[config.mk]
export PLATFORM = sky130hd
export DESIGN_NAME = accel_ctrl_bridge
export DESIGN_NICKNAME = d
export VERILOG_FILES = /design/src/rtl/accel_bridge_pkg.sv /design/src/rtl/accel_ctrl_bridge_ap_ctrl.sv /design/src/rtl/accel_ctrl_bridge.sv
export SDC_FILE = /design/constraint.sdc
export NUM_CORES = 1
export LEC_CHECK = 0
export ABC_AREA = 1
export BUFFER_PORTS_ARGS = -buffer_cell sky130_fd_sc_hd__buf_2
export CORE_MARGIN = 5
export CORE_UTILIZATION = 50
export CTS_CLUSTER_DIAMETER = 80
export DETAILED_ROUTE_END_ITERATION = 7
export PLACE_DENSITY = 0.81
export SETUP_SLACK_MARGIN = 0.3
export SYNTH_ARGS = -nofsm -noshare
export SYNTH_HDL_FRONTEND = slang
export SYNTH_SLANG_ARGS = --single-unit
[constraint.sdc]
create_clock -name clk_i -period 2.3 [get_ports clk_i]
set_clock_uncertainty 0.2 [all_clocks]
set_input_delay 0.115 -clock clk_i [delete_from_list [all_inputs] [get_ports clk_i]]
set_output_delay 0.115 -clock clk_i [all_outputs]
set_load 0.05 [all_outputs]
[src/rtl/accel_bridge_pkg.sv]
// Shared constants for the accelerator control bridge:
// CSR map, STATUS layout, ID version and ap_ctrl_hs FSM states.
package accel_bridge_pkg;

    localparam logic [7:0] CSR_CTRL   = 8'h00;
    localparam logic [7:0] CSR_STATUS = 8'h04;
    localparam logic [7:0] CSR_ARG0   = 8'h08;
    localparam logic [7:0] CSR_RETVAL = 8'h0C;
    localparam logic [7:0] CSR_CYCLES = 8'h10;
    localparam logic [7:0] CSR_ID     = 8'h14;

    localparam int STAT_BUSY = 0;
    localparam int STAT_DONE = 1;
    localparam int STAT_IDLE = 2;
    localparam int STAT_ERR  = 3;

    localparam int CTRL_START = 0;
    localparam int CTRL_CLEAR = 1;

    localparam logic [23:0] ID_VERSION = 24'h000100;
    localparam logic [31:0] CYC_MAX    = 32'hFFFF_FFFF;

    typedef enum logic [1:0] {
        AP_IDLE,
        AP_START,
        AP_RUN
    } ap_state_t;

    function automatic logic [31:0] status_word(
        input logic busy,
        input logic done,
        input logic idle,
        input logic err
    );
        logic [31:0] w;
        w            = '0;
        w[STAT_BUSY] = busy;
        w[STAT_DONE] = done;
        w[STAT_IDLE] = idle;
        w[STAT_ERR]  = err;
        return w;
    endfunction

endpackage

[src/rtl/accel_ctrl_bridge_ap_ctrl.sv]
// ap_ctrl_hs handshake sequencer with a saturating run-cycle counter.
// START holds ap_start until ap_ready; RUN waits for ap_done.
module accel_ap_ctrl
    import accel_bridge_pkg::*;
(
    input  logic        i_clk,
    input  logic        i_rst,
    input  logic        i_start,
    input  logic        i_ap_ready,
    input  logic        i_ap_done,
    output logic        o_ap_start,
    output logic        o_busy,
    output logic        o_done,
    output logic [31:0] o_cycles
);

    ap_state_t   r_state;
    ap_state_t   w_next;
    logic [31:0] r_cycles;

    always_ff @(posedge i_clk) begin
        if (i_rst) begin
            r_state <= AP_IDLE;
        end else begin
            r_state <= w_next;
        end
    end

    always_comb begin
        w_next     = r_state;
        o_ap_start = 1'b0;
        o_done     = 1'b0;
        case (r_state)
            AP_IDLE: begin
                if (i_start) begin
                    w_next = AP_START;
                end
            end
            AP_START: begin
                o_ap_start = 1'b1;
                if (i_ap_ready) begin
                    // ready and done together: the call finished in one beat
                    if (i_ap_done) begin
                        w_next = AP_IDLE;
                        o_done = 1'b1;
                    end else begin
                        w_next = AP_RUN;
                    end
                end
            end
            AP_RUN: begin
                if (i_ap_done) begin
                    w_next = AP_IDLE;
                    o_done = 1'b1;
                end
            end
            default: begin
                w_next = AP_IDLE;
            end
        endcase
    end

    always_ff @(posedge i_clk) begin
        if (i_rst) begin
            r_cycles <= '0;
        end else if (r_state == AP_IDLE && w_next == AP_START) begin
            r_cycles <= '0;
        end else if (r_state != AP_IDLE && r_cycles != CYC_MAX) begin
            r_cycles <= r_cycles + 32'd1;
        end
    end

    assign o_busy   = (r_state != AP_IDLE);
    assign o_cycles = r_cycles;

endmodule

[src/rtl/accel_ctrl_bridge.sv]
// Bus-to-accelerator bridge: decodes CSRs and RAM windows, returns
// read data in order with one read outstanding, drives ap_ctrl_hs.
module accel_ctrl_bridge
    import accel_bridge_pkg::*;
#(
    parameter int          NUM_MEM    = 2,
    parameter int          MEM_WSIZE  = 1024,
    parameter logic [31:0] MEM_BASE   = 32'h8000_0000,
    parameter logic [31:0] MEM_STRIDE = 32'h1000_0000
) (
    input  logic                         clk_i,
    input  logic                         rst_i,
    input  logic                         bus_req_i,
    input  logic                         bus_we_i,
    input  logic [31:0]                  bus_addr_bi,
    input  logic [31:0]                  bus_wdata_bi,
    input  logic [3:0]                   bus_be_bi,
    output logic                         bus_ack_o,
    output logic                         bus_resp_o,
    output logic [31:0]                  bus_rdata_bo,
    output logic [NUM_MEM-1:0]           mem_we_o,
    output logic [3:0]                   mem_be_bo,
    output logic [$clog2(MEM_WSIZE)-1:0] mem_addr_bo,
    output logic [31:0]                  mem_wdata_bo,
    input  logic [NUM_MEM*32-1:0]        mem_rdata_bi,
    output logic                         ap_start_o,
    input  logic                         ap_done_i,
    input  logic                         ap_idle_i,
    input  logic                         ap_ready_i,
    input  logic [31:0]                  ap_return_bi,
    output logic [31:0]                  arg0_bo
);

    localparam int          MEM_AW    = $clog2(MEM_WSIZE);
    localparam logic [31:0] WIN_BYTES = 32'(MEM_WSIZE * 4);

    logic              w_acc;
    logic              w_rd;
    logic              w_wr;
    logic              w_win_hit;
    logic [1:0]        w_win_idx;
    logic [MEM_AW-1:0] w_waddr;
    logic [31:0]       w_off;
    logic              w_csr_hit;
    logic [31:0]       w_csr_rdata;
    logic [31:0]       w_mem_rd;
    logic              w_unmapped;
    logic              w_ctrl_wr;
    logic              w_start_req;
    logic              w_clear;
    logic              w_busy;
    logic              w_done;
    logic [31:0]       w_cycles;

    logic              r_win_pend;
    logic [1:0]        r_win_idx;
    logic              r_resp;
    logic [31:0]       r_rdata;
    logic [31:0]       r_arg0;
    logic [31:0]       r_retval;
    logic              r_done;
    logic              r_err;

    // only a window read is still in flight after its accept cycle
    assign bus_ack_o = bus_req_i & ~r_win_pend & ~rst_i;
    assign w_acc     = bus_ack_o;
    assign w_rd      = w_acc & ~bus_we_i;
    assign w_wr      = w_acc & bus_we_i;

    always_comb begin
        w_win_hit = 1'b0;
        w_win_idx = '0;
        w_waddr   = '0;
        w_off     = '0;
        for (int k = 0; k < NUM_MEM; k++) begin
            w_off = bus_addr_bi - (MEM_BASE + 32'(k) * MEM_STRIDE);
            if (!w_win_hit && w_off < WIN_BYTES) begin
                w_win_hit = 1'b1;
                w_win_idx = 2'(k);
                w_waddr   = w_off[MEM_AW+1:2];
            end
        end
    end

    always_comb begin
        w_csr_hit   = 1'b0;
        w_csr_rdata = '0;
        if (bus_addr_bi[31:8] == 24'd0) begin
            case (bus_addr_bi[7:0])
                CSR_CTRL: begin
                    w_csr_hit = 1'b1;
                end
                CSR_STATUS: begin
                    w_csr_hit   = 1'b1;
                    w_csr_rdata = status_word(w_busy, r_done, ap_idle_i, r_err);
                end
                CSR_ARG0: begin
                    w_csr_hit   = 1'b1;
                    w_csr_rdata = r_arg0;
                end
                CSR_RETVAL: begin
                    w_csr_hit   = 1'b1;
                    w_csr_rdata = r_retval;
                end
                CSR_CYCLES: begin
                    w_csr_hit   = 1'b1;
                    w_csr_rdata = w_cycles;
                end
                CSR_ID: begin
                    w_csr_hit   = 1'b1;
                    w_csr_rdata = {8'(NUM_MEM), ID_VERSION};
                end
                default: begin
                    w_csr_hit = 1'b0;
                end
            endcase
        end
    end

    assign w_unmapped  = ~w_win_hit & ~w_csr_hit;
    assign w_ctrl_wr   = w_wr & w_csr_hit & (bus_addr_bi[7:0] == CSR_CTRL)
                       & bus_be_bi[0];
    assign w_start_req = w_ctrl_wr & bus_wdata_bi[CTRL_START];
    assign w_clear     = w_ctrl_wr & bus_wdata_bi[CTRL_CLEAR];

    always_comb begin
        mem_we_o = '0;
        for (int k = 0; k < NUM_MEM; k++) begin
            if (w_wr && w_win_hit && w_win_idx == 2'(k)) begin
                mem_we_o[k] = 1'b1;
            end
        end
    end

    assign mem_be_bo    = w_acc ? bus_be_bi : 4'd0;
    assign mem_addr_bo  = (w_acc & w_win_hit) ? w_waddr : '0;
    assign mem_wdata_bo = (w_wr & w_win_hit) ? bus_wdata_bi : 32'd0;

    always_comb begin
        w_mem_rd = '0;
        for (int k = 0; k < NUM_MEM; k++) begin
            if (r_win_idx == 2'(k)) begin
                w_mem_rd = mem_rdata_bi[k*32 +: 32];
            end
        end
    end

    // CSR data is captured at accept; window data one cycle later
    always_ff @(posedge clk_i) begin
        if (rst_i) begin
            r_win_pend <= 1'b0;
            r_win_idx  <= '0;
            r_resp     <= 1'b0;
            r_rdata    <= '0;
        end else begin
            r_resp  <= 1'b0;
            r_rdata <= '0;
            if (r_win_pend) begin
                r_win_pend <= 1'b0;
                r_resp     <= 1'b1;
                r_rdata    <= w_mem_rd;
            end
            if (w_rd) begin
                if (w_win_hit) begin
                    r_win_pend <= 1'b1;
                    r_win_idx  <= w_win_idx;
                end else begin
                    r_resp  <= 1'b1;
                    r_rdata <= w_csr_rdata;
                end
            end
        end
    end

    always_ff @(posedge clk_i) begin
        if (rst_i) begin
            r_arg0   <= '0;
            r_retval <= '0;
            r_done   <= 1'b0;
            r_err    <= 1'b0;
        end else begin
            if (w_wr && w_csr_hit && bus_addr_bi[7:0] == CSR_ARG0) begin
                for (int b = 0; b < 4; b++) begin
                    if (bus_be_bi[b]) begin
                        r_arg0[b*8 +: 8] <= bus_wdata_bi[b*8 +: 8];
                    end
                end
            end
            if (w_done) begin
                r_retval <= ap_return_bi;
            end
            if (w_clear) begin
                r_done <= 1'b0;
                r_err  <= 1'b0;
            end
            if (w_done) begin
                r_done <= 1'b1;
            end
            if ((w_acc & w_unmapped) | (w_start_req & w_busy)) begin
                r_err <= 1'b1;
            end
        end
    end

    accel_ap_ctrl u_ap_ctrl (
        .i_clk      (clk_i),
        .i_rst      (rst_i),
        .i_start    (w_start_req),
        .i_ap_ready (ap_ready_i),
        .i_ap_done  (ap_done_i),
        .o_ap_start (ap_start_o),
        .o_busy     (w_busy),
        .o_done     (w_done),
        .o_cycles   (w_cycles)
    );

    assign bus_resp_o   = r_resp;
    assign bus_rdata_bo = r_rdata;
    assign arg0_bo      = r_arg0;

endmodule

==> flow_summary.html, run 1 <==
<table>
<tr><th>Metric</th><th>Value</th></tr>
<tr><th colspan="2">Status</th></tr>
<tr><td>Run status</td><td>complete, but fails checks</td></tr>
<tr><td>Failing checks</td><td>DRC, setup timing</td></tr>
<tr><th colspan="2">Die</th></tr>
<tr><td>Total core area</td><td>15000 um^2</td></tr>
<tr><td>Area enclosed by the die boundary</td><td>17600 um^2</td></tr>
<tr><td>Core Rows</td><td>45</td></tr>
<tr><td>Overall die height</td><td>133 um</td></tr>
<tr><td>Initial standard-cell utilization of the core</td><td>50.4%</td></tr>
<tr><td>Number of top-level pins</td><td>286</td></tr>
<tr><td>Die width</td><td>133 um</td></tr>
<tr><th colspan="2">Synthesis</th></tr>
<tr><td>Largest family of logic cells by synthesized area</td><td>simple AND/OR/NAND/NOR gates</td></tr>
<tr><td>Cell taking the most area after synthesis</td><td>sky130_fd_sc_hd__dfxtp_1</td></tr>
<tr><td>Adder-cell area share of the yosys netlist</td><td>0.829%</td></tr>
<tr><td>Synth area leaders</td><td>sky130_fd_sc_hd__dfxtp_1 (36%), sky130_fd_sc_hd__nor2_1 (9.9%), sky130_fd_sc_hd__nand2_1 (9.5%), sky130_fd_sc_hd__a21oi_1 (6.6%), sky130_fd_sc_hd__o21ai_0 (6.1%)</td></tr>
<tr><td>Xor/xnor cell area share of the yosys netlist</td><td>3.48%</td></tr>
<tr><td>Simple logic cell fraction of the synthesized area</td><td>30.6%</td></tr>
<tr><td>Most used DFF post-synth</td><td>sky130_fd_sc_hd__dfxtp_1</td></tr>
<tr><td>Proportion of synthesized flip-flops having asynchronous set or reset</td><td>0%</td></tr>
<tr><td>Yosys cell types</td><td>40</td></tr>
<tr><td>Total of warnings raised by yosys</td><td>0</td></tr>
<tr><td>Share of the yosys chip area belonging to registers</td><td>35.8%</td></tr>
<tr><td>Mapped Nets</td><td>1282</td></tr>
<tr><td>Count of mapped cells out of synthesis</td><td>1106</td></tr>
<tr><td>Number of flops mapped to enable cells by yosys</td><td>0</td></tr>
<tr><td>Fraction of post-synthesis cell area in the top cell type by area</td><td>35.8%</td></tr>
<tr><td>Synth Area in Compound Gates</td><td>19.2%</td></tr>
<tr><td>Post-synthesis mux area share</td><td>0%</td></tr>
<tr><td>Post-synth design cell area</td><td>7540 um^2</td></tr>
<tr><td>Post-synthesis average cell area</td><td>6.82 um^2</td></tr>
<tr><td>Seq cells post-synth</td><td>135</td></tr>
<tr><th colspan="2">Power and ir drop</th></tr>
<tr><td>Switching power share of the total</td><td>25.9%</td></tr>
<tr><td>Net switching power</td><td>1.42 mW</td></tr>
<tr><td>Cell-internal power</td><td>4.08 mW</td></tr>
<tr><td>Logic gate share of total power</td><td>10.5%</td></tr>
<tr><td>Leakage component of the power</td><td>5.32 nW</td></tr>
<tr><td>Share of total power in the clock network</td><td>46.8%</td></tr>
<tr><td>Power per cell area</td><td>455 nW/um^2</td></tr>
<tr><td>VDD IR max</td><td>0.563 mV</td></tr>
<tr><td>Sequential share of power</td><td>42.6%</td></tr>
<tr><th colspan="2">Hold path</th></tr>
<tr><td>Classification of the worst-slack hold path</td><td>input pin to flop</td></tr>
<tr><td>Hold Crit Endpoint</td><td>u_ap_ctrl.r_state[0]</td></tr>
<tr><td>Worst hold stages</td><td>6</td></tr>
<tr><td>Worst Hold Launch</td><td>ap_done_i</td></tr>
<tr><th colspan="2">Route</th></tr>
<tr><td>Length of routed wiring on met1</td><td>13500 um</td></tr>
<tr><td>Number of design rule violations left after detail routing</td><td>5</td></tr>
<tr><td>Number of vias per cell after detailed routing</td><td>6.37</td></tr>
<tr><td>WL met2</td><td>18100 um</td></tr>
<tr><td>Average routed wire per standard cell</td><td>24.1 um</td></tr>
<tr><td>Post-detailed-route count of antenna-violating nets</td><td>0</td></tr>
<tr><td>Total met3 wirelength after detailed routing</td><td>6230 um</td></tr>
<tr><td>Vias after detailed routing</td><td>11126</td></tr>
<tr><td>Initial detailed-routing violation count</td><td>2191</td></tr>
<tr><td>Highest layer used for signal routing</td><td>met5</td></tr>
<tr><td>TritonRoute pass-1 iters</td><td>8</td></tr>
<tr><td>Final wirelength</td><td>42200 um</td></tr>
<tr><th colspan="2">Run</th></tr>
<tr><td>MaxCap Viol Count</td><td>0</td></tr>
<tr><th colspan="2">Placement</th></tr>
<tr><td>Final weighted congestion in routability-driven placement</td><td>0.989</td></tr>
<tr><td>Total instance count after detailed placement</td><td>1556</td></tr>
<tr><td>Count of input and output buffers</td><td>285</td></tr>
<tr><td>Final HPWL DP</td><td>20300 um</td></tr>
<tr><th colspan="2">Clocking</th></tr>
<tr><td>TritonCTS buffer count</td><td>17</td></tr>
<tr><td>Clock slew at the register clock pins of the worst setup and hold paths</td><td>0.06 ns</td></tr>
<tr><td>Clock buffer depth</td><td>2</td></tr>
<tr><td>TritonCTS clock tree</td><td>done</td></tr>
<tr><td>Clock Latency Late Sink</td><td>0.43 ns</td></tr>
<tr><td>Number of H-tree branching levels</td><td>4</td></tr>
<tr><td>Clock Sinks</td><td>135</td></tr>
<tr><td>Clock tree root driver cell</td><td>sky130_fd_sc_hd__clkbuf_16</td></tr>
<tr><th colspan="2">Timing</th></tr>
<tr><td>Slew Limit Fails</td><td>0</td></tr>
<tr><td>Post-route setup slack</td><td>-0.469 ns</td></tr>
<tr><td>Worst hold margin</td><td>0.0191 ns</td></tr>
<tr><td>Slew of the pin with the lowest slew margin</td><td>0.771 ns</td></tr>
<tr><td>Setup TNS</td><td>-7.18 ns</td></tr>
<tr><td>Final hold viol count</td><td>0</td></tr>
<tr><td>Top achievable clock speed</td><td>0.361 GHz</td></tr>
<tr><td>Final Setup Violations</td><td>60</td></tr>
<tr><td>Post-route minimum period</td><td>2.77 ns</td></tr>
<tr><td>Worst relative slew slack</td><td>48.6%</td></tr>
<tr><td>Share of the clock period used by the worst path after layout</td><td>120%</td></tr>
<tr><td>Unrepaired setup endpoints after global routing</td><td>yes</td></tr>
<tr><th colspan="2">Setup path</th></tr>
<tr><td>Crit path launch type</td><td>flop</td></tr>
<tr><td>Data arrival time of the worst path</td><td>2.82 ns</td></tr>
<tr><td>Slowest cell on crit path</td><td>sky130_fd_sc_hd__a21oi_1</td></tr>
<tr><td>Largest fanout of any net on the critical path</td><td>26</td></tr>
<tr><td>Worst flop-to-flop path endpoint</td><td>bus_rdata_bo[5]</td></tr>
<tr><td>Worst-path cell chain</td><td>inv_2 -&gt; nand3_4 -&gt; buf_4 -&gt; inv_1 -&gt; nand3_1 -&gt; nor2_4 -&gt; buf_12 -&gt; nand2_1 -&gt; a21oi_1</td></tr>
<tr><td>R2R depth</td><td>9</td></tr>
<tr><td>Slowest Stage Delay on Critical Path</td><td>0.63 ns</td></tr>
<tr><td>Worst Setup End Kind</td><td>flop</td></tr>
<tr><td>Worst Setup Path Type</td><td>flop to flop</td></tr>
<tr><td>Data required, critical path</td><td>2.35 ns</td></tr>
<tr><td>Worst R2R Setup Slack</td><td>-0.47 ns</td></tr>
<tr><td>Launch point of the worst reg-to-reg path</td><td>r_win_pend</td></tr>
<tr><th colspan="2">Cells and area</th></tr>
<tr><td>Area of combinational cells with multiple inputs</td><td>4370 um^2</td></tr>
<tr><td>Final standard cell count with taps included and fillers excluded</td><td>1747</td></tr>
<tr><td>Fill cell count</td><td>763</td></tr>
<tr><td>Total area of sequential cells</td><td>2710 um^2</td></tr>
<tr><td>Number of nets in the layout</td><td>1721</td></tr>
<tr><td>Synth-to-Final Area Change</td><td>60.2%</td></tr>
<tr><td>Fraction of final layout cells with drive strength greater than 1</td><td>32.1%</td></tr>
<tr><th colspan="2">GRT</th></tr>
<tr><td>Pin count of the biggest net entering global routing</td><td>74</td></tr>
<tr><td>Remaining Overflow, GRT</td><td>0</td></tr>
<tr><td>Antenna violations before repair</td><td>7</td></tr>
<tr><td>Wire length of the first global-routing pass</td><td>56100 um</td></tr>
<tr><td>Number of global-route vias before repair</td><td>10349</td></tr>
<tr><td>Total GRT Usage</td><td>39.6%</td></tr>
</table>
cells in the mapped netlist, drive strengths merged, types with 11 or more instances:
cell / instances
nor2: 245
nand2: 196
dfxtp: 135
a21oi: 121
inv: 115
o21ai: 105
clkbuf: 31
xor2: 27
buf: 26
nand3: 25
nor3: 23
o211ai: 21
nand4: 11
flip-flops by register name, summed over array words and instances (netlist names):
register	cells
arg0_bo	32
bus_rdata_bo	32
bus_resp_o	1
r_done	1
r_err	1
r_retval	32
r_win_idx	1
r_win_pend	1
u_ap_ctrl.o_cycles	32
u_ap_ctrl.r_state	2
critical path: cells and delay by family (launching register included):
kind,cells,cell delay [ns]
flip-flops,1,0.33
AO/OA/AOI/OAI,1,0.63
AND/OR/NAND/NOR,4,0.82
buffers and inverters,4,0.60
through the flow:
stage	area, um^2	power [mW]	utilization (%)	setup slack (ns)
after floorplan	7680	2.55	-	0.136
after global placement	9390	2.73	62.7	0.121
after detailed placement	9390	2.74	62.7	0.0158
after CTS	11700	5.32	78.3	0.0221
after global routing	12100	5.56	80.7	-0.460
final	12100	5.50	80.7	-0.469
kinds of logic (layout without fill, tap and decap cells):
family | Yosys count | after routing
compound gates | 254 | 254
simple gates | 509 | 509
flops | 135 | 135
fa+ha+maj | 5 | 5
buf+inv | 173 | 623
other cells | 0 | 3
xor+xnor | 30 | 30
how the worst max path moves through the flow:
stage | start | to | slack [ns] | depth (start not counted)
global placement | u_ap_ctrl.o_cycles[0] | u_ap_ctrl.o_cycles[28] | 0.12 | 11
floorplan | r_win_pend | mem_wdata_bo[0] | 0.14 | 6
finish | r_win_pend | bus_rdata_bo[5] | -0.47 | 9
global route | r_win_pend | bus_rdata_bo[5] | -0.46 | 9
CTS | r_win_pend | mem_wdata_bo[4] | 0.02 | 8
detailed placement | u_ap_ctrl.o_cycles[0] | u_ap_ctrl.o_cycles[28] | 0.02 | 11
power groups by stage:
stage                     Sequential [mW]  Clock (mW)  Combinational [mW]
final                                2.35        2.58               0.578
after global routing                 2.34        2.62               0.596
after CTS                            2.34        2.48               0.494
after detailed placement             2.40           0               0.342
after global placement               2.40           0               0.339
after floorplan                      2.41           0               0.141
per-layer routing:
layer	global-route usage, %	vias to the layer above
met5	0	-
met4	24.2	6
met3	11.3	502
met2	65.4	1297
met1	45.2	4887
li1	-	4434
area by class of cell:
class | count | area share [%]
Antenna cell | 3 | 0.0621
Timing Repair Buffer | 477 | 31.6
Multi-Input combinational cell | 798 | 36.1
Clock buffer | 21 | 3.64
Inverter | 116 | 3.62
Tap cell | 188 | 1.95
Clock inverter | 9 | 0.673
Sequential cell | 135 | 22.4
repair_timing:
| action | in CTS | in global routing |
|---|---|---|
| hold buffers | 132 | 0 |
| setup buffers | 17 | 8 |
| hold endpoints to repair | 99 | 0 |
| gates resized for setup | 90 | 70 |
| gates cloned | 2 | 1 |
| pin swaps | 11 | 6 |
| endpoints found under the setup margin | 75 | 164 |
cells in the final DEF (no fill, tap or decap), types with 23 or more instances in the layout:
cell and instances:
sky130_fd_sc_hd__a21oi_1 98, sky130_fd_sc_hd__a21oi_2 23, sky130_fd_sc_hd__buf_2 241, sky130_fd_sc_hd__buf_4 40, sky130_fd_sc_hd__buf_6 29, sky130_fd_sc_hd__dfxtp_1 132, sky130_fd_sc_hd__dlygate4sd3_1 130, sky130_fd_sc_hd__inv_1 109
sky130_fd_sc_hd__nand2_1 190, sky130_fd_sc_hd__nor2_1 178, sky130_fd_sc_hd__nor2_4 53, sky130_fd_sc_hd__o21ai_0 91, sky130_fd_sc_hd__xor2_1 27
No activity file was read; power rests on OpenSTA's default activity.
==> run 2: changes to the inputs <==
--- a/config.mk
+++ b/config.mk
@@ -12,7 +12,9 @@
 export CTS_CLUSTER_DIAMETER = 80
 export DETAILED_ROUTE_END_ITERATION = 7
 export PLACE_DENSITY = 0.81
+export REMOVE_ABC_BUFFERS = 1
 export SETUP_SLACK_MARGIN = 0.3
+export SKIP_LAST_GASP = 1
 export SYNTH_ARGS = -nofsm -noshare
 export SYNTH_HDL_FRONTEND = slang
 export SYNTH_SLANG_ARGS = --single-unit
==> run 2 against run 1 <==
- the flow finishes with violations (setup timing)
- sequential power about the same
- combinational power down 5.9%
- die area unchanged
- non-clock buffer count up 11
- largest power group unchanged
- maximum frequency up 19%
- register-to-register slack better by 0.46 ns
- critical path type is now flop to output pin
- cell count up 0.63%
- via count down 4.2%
- first-iteration DRC count down 7.3%
- sequential share of layout area down 0.30 points
- worst hold slack better by 0.089 ns
==> flow_summary.html, run 2 (same netlist as run 1, synthesis figures left out) <==
<table>
<tr><th>Metric</th><th>Value</th></tr>
<tr><th colspan="2">Status</th></tr>
<tr><td>Run status</td><td>complete, but fails checks</td></tr>
<tr><td>Failing checks</td><td>setup timing</td></tr>
<tr><th colspan="2">Timing</th></tr>
<tr><td>Final hold viol count</td><td>0 (unchanged)</td></tr>
<tr><td>Share of the clock period used by the worst path after layout</td><td>101% (-19 points)</td></tr>
<tr><td>Worst relative slew slack</td><td>51.9% (+3.2 points)</td></tr>
<tr><td>Post-route setup slack</td><td>-0.0250 ns (+0.444 ns)</td></tr>
<tr><td>Setup TNS</td><td>-0.0511 ns (+7.13 ns)</td></tr>
<tr><td>Worst hold margin</td><td>0.108 ns (+0.0894 ns)</td></tr>
<tr><td>Post-route minimum period</td><td>2.33 ns (-0.444 ns)</td></tr>
<tr><td>Unrepaired setup endpoints after global routing</td><td>yes</td></tr>
<tr><td>Top achievable clock speed</td><td>0.430 GHz (+19%)</td></tr>
<tr><td>Final Setup Violations</td><td>4 (-93%)</td></tr>
<tr><td>Slew of the pin with the lowest slew margin</td><td>0.722 ns (-0.0486 ns)</td></tr>
<tr><td>Slew Limit Fails</td><td>0 (unchanged)</td></tr>
<tr><th colspan="2">Route</th></tr>
<tr><td>Number of design rule violations left after detail routing</td><td>0 (-5)</td></tr>
<tr><td>Post-detailed-route count of antenna-violating nets</td><td>0 (unchanged)</td></tr>
<tr><td>Total met3 wirelength after detailed routing</td><td>4900 um (-21%)</td></tr>
<tr><td>Final wirelength</td><td>38600 um (-8.4%)</td></tr>
<tr><td>Initial detailed-routing violation count</td><td>2030 (-7.3%)</td></tr>
<tr><td>TritonRoute pass-1 iters</td><td>7 (-1)</td></tr>
<tr><td>Length of routed wiring on met1</td><td>12600 um (-6.7%)</td></tr>
<tr><td>Highest layer used for signal routing</td><td>met4</td></tr>
<tr><td>Average routed wire per standard cell</td><td>22.0 um (-9.0%)</td></tr>
<tr><td>Vias after detailed routing</td><td>10657 (-4.2%)</td></tr>
<tr><td>WL met2</td><td>17900 um (-1.2%)</td></tr>
<tr><td>Number of vias per cell after detailed routing</td><td>6.06 (-4.8%)</td></tr>
<tr><th colspan="2">Cells and area</th></tr>
<tr><td>Most common cell after layout, fill and taps aside</td><td>sky130_fd_sc_hd__buf_2</td></tr>
<tr><td>Most used cells in the layout excluding fill and tap cells</td><td>sky130_fd_sc_hd__buf_2 (242), sky130_fd_sc_hd__nand2_1 (180), sky130_fd_sc_hd__nor2_1 (177), sky130_fd_sc_hd__dlygate4sd3_1 (137), sky130_fd_sc_hd__dfxtp_1 (126)</td></tr>
<tr><td>Fraction of final layout cells with drive strength greater than 1</td><td>34.7% (+2.6 points)</td></tr>
<tr><td>Number of nets in the layout</td><td>1733 (+0.70%)</td></tr>
<tr><td>Synth-to-Final Area Change</td><td>63.3%</td></tr>
<tr><td>Final cell utilization of the core</td><td>82.3% (+1.5 points)</td></tr>
<tr><td>Final standard cell count with taps included and fillers excluded</td><td>1758 (+0.63%)</td></tr>
<tr><td>Ant diodes</td><td>0 (-3)</td></tr>
<tr><td>Post-route cell area</td><td>12300 um^2 (+1.9%)</td></tr>
<tr><th colspan="2">Clocking</th></tr>
<tr><td>Clock tree root driver cell</td><td>sky130_fd_sc_hd__clkbuf_16</td></tr>
<tr><td>TritonCTS buffer count</td><td>17 (unchanged)</td></tr>
<tr><td>Number of H-tree branching levels</td><td>4 (unchanged)</td></tr>
<tr><td>TritonCTS clock tree</td><td>done</td></tr>
<tr><td>Clock Latency Late Sink</td><td>0.44 ns (about the same)</td></tr>
<tr><td>Clock buffer depth</td><td>2 (unchanged)</td></tr>
<tr><td>Clock Sinks</td><td>135 (unchanged)</td></tr>
<tr><td>Clock slew at the register clock pins of the worst setup and hold paths</td><td>0.06 ns (about the same)</td></tr>
<tr><th colspan="2">Power and ir drop</th></tr>
<tr><td>Share of total power in the clock network</td><td>49.1% (+2.3 points)</td></tr>
<tr><td>Switching power share of the total</td><td>25.1% (-0.81 points)</td></tr>
<tr><td>Power per cell area</td><td>460 nW/um^2 (+1.0%)</td></tr>
<tr><td>Total power</td><td>5.66 mW (+2.9%)</td></tr>
<tr><td>Sequential share of power</td><td>41.3% (-1.3 points)</td></tr>
<tr><td>Net switching power</td><td>1.42 mW (-0.29%)</td></tr>
<tr><td>VDD IR max</td><td>0.551 mV (-2.1%)</td></tr>
<tr><td>Logic gate share of total power</td><td>9.6% (-0.9 points)</td></tr>
<tr><td>Cell-internal power</td><td>4.24 mW (+4.1%)</td></tr>
<tr><td>Leakage component of the power</td><td>5.52 nW (+3.8%)</td></tr>
<tr><th colspan="2">Die</th></tr>
<tr><td>Initial standard-cell utilization of the core</td><td>50.4% (unchanged)</td></tr>
<tr><td>Core Rows</td><td>45 (unchanged)</td></tr>
<tr><td>Area enclosed by the die boundary</td><td>17600 um^2 (unchanged)</td></tr>
<tr><td>Overall die height</td><td>133 um (unchanged)</td></tr>
<tr><td>Die width</td><td>133 um (unchanged)</td></tr>
<tr><td>Number of top-level pins</td><td>286 (unchanged)</td></tr>
<tr><td>Total core area</td><td>15000 um^2 (unchanged)</td></tr>
<tr><th colspan="2">Run</th></tr>
<tr><td>MaxCap Viol Count</td><td>0 (unchanged)</td></tr>
<tr><th colspan="2">GRT</th></tr>
<tr><td>Remaining Overflow, GRT</td><td>0 (unchanged)</td></tr>
<tr><td>Total GRT Usage</td><td>36.1% (-3.5 points)</td></tr>
<tr><td>Pin count of the biggest net entering global routing</td><td>74 (unchanged)</td></tr>
<tr><td>Number of global-route vias before repair</td><td>9679 (-6.5%)</td></tr>
<tr><td>Antenna violations before repair</td><td>0 (-7)</td></tr>
<tr><td>Wire length of the first global-routing pass</td><td>51300 um (-8.5%)</td></tr>
<tr><th colspan="2">Setup path</th></tr>
<tr><td>Crit path launch type</td><td>flop</td></tr>
<tr><td>Data arrival time of the worst path</td><td>2.01 ns (-0.81 ns)</td></tr>
<tr><td>Launch point of the worst reg-to-reg path</td><td>r_win_pend</td></tr>
<tr><td>Worst Setup Path Type</td><td>flop to output pin</td></tr>
<tr><td>CP startpoint</td><td>r_win_pend</td></tr>
<tr><td>Data required, critical path</td><td>1.99 ns (-0.36 ns)</td></tr>
<tr><td>Largest fanout of any net on the critical path</td><td>10 (-62%)</td></tr>
<tr><td>Worst Setup End Kind</td><td>output pin</td></tr>
<tr><th colspan="2">Hold path</th></tr>
<tr><td>Worst Hold Launch</td><td>rst_i</td></tr>
<tr><td>Classification of the worst-slack hold path</td><td>input pin to flop</td></tr>
<tr><th colspan="2">Placement</th></tr>
<tr><td>Final weighted congestion in routability-driven placement</td><td>0.973 (-1.7%)</td></tr>
<tr><td>Count of input and output buffers</td><td>285 (unchanged)</td></tr>
<tr><td>Placed inst area</td><td>9180 um^2 (-2.2%)</td></tr>
<tr><td>Total instance count after detailed placement</td><td>1552 (-0.26%)</td></tr>
<tr><td>Place WS</td><td>0.102 ns (+0.0863 ns)</td></tr>
<tr><td>Final HPWL DP</td><td>19100 um (-5.8%)</td></tr>
</table>
## run 2: cell count changes in the layout (fill, tap and decap cells not counted), moves of 9 or more
cell / before / now
sky130_fd_sc_hd__buf_8: 16 / 7
sky130_fd_sc_hd__a21oi_2: 23 / 35
sky130_fd_sc_hd__nand2_1: 190 / 180
sky130_fd_sc_hd__nor2_2: 14 / 23
sky130_fd_sc_hd__buf_6: 29 / 40
sky130_fd_sc_hd__a21oi_1: 98 / 84
## run 2: critical path, stage by stage (launching register included)
cell and delay, ns:
sky130_fd_sc_hd__dfxtp_2 0.32, sky130_fd_sc_hd__inv_2 0.07, sky130_fd_sc_hd__nand3_4 0.08, sky130_fd_sc_hd__or2_1 0.23, sky130_fd_sc_hd__or2_4 0.35, sky130_fd_sc_hd__buf_12 0.19
sky130_fd_sc_hd__nor2_2 0.14, sky130_fd_sc_hd__buf_6 0.18
## run 2: power groups by stage
stage / sequential, mW / clock, mW / combinational (mW)
after detailed placement: 2.40 / 0 / 0.330
after CTS: 2.34 / 2.73 / 0.489
after global routing: 2.34 / 2.86 / 0.567
after floorplan: 2.41 / 0 / 0.116
after global placement: 2.40 / 0 / 0.325
final: 2.34 / 2.78 / 0.544
## run 2: what timing repair did
| item | in CTS | in global routing |
|---|---|---|
| gates cloned | 1 | 8 |
| hold buffers | 137 | 0 |
| setup endpoints to repair | 63 | 124 |
| hold endpoints to repair | 99 | 0 |
| pin swaps | 6 | 16 |
| setup buffers | 6 | 22 |
| resized for setup | 90 | 139 |
## run 2: worst paths after layout
check	endpoint	slack, ns	depth (start not counted)
setup reg to reg	bus_rdata_bo[18]	-0.01	6
setup / recovery	mem_we_o[0]	-0.03	7
hold reg to reg	r_done	0.30	2
hold / removal	bus_rdata_bo[4]	0.11	3
## run 2: layout make-up
type	instances	area [um^2]
inverters	116	440
multi-input cells	798	4460
fillers	787	2660
repair inverters	1	5.00
repair buffers	488	3870
flip-flops and latches	135	2720
clock inverters	14	149
clock buffers	18	439
well taps	188	235
## run 2: per-layer routing
metal,global-route usage [%],vias up
met5,0,-
met3,8.40,376
met1,42.6,4761
li1,-,4456
met4,18.5,0
met2,61.3,1064
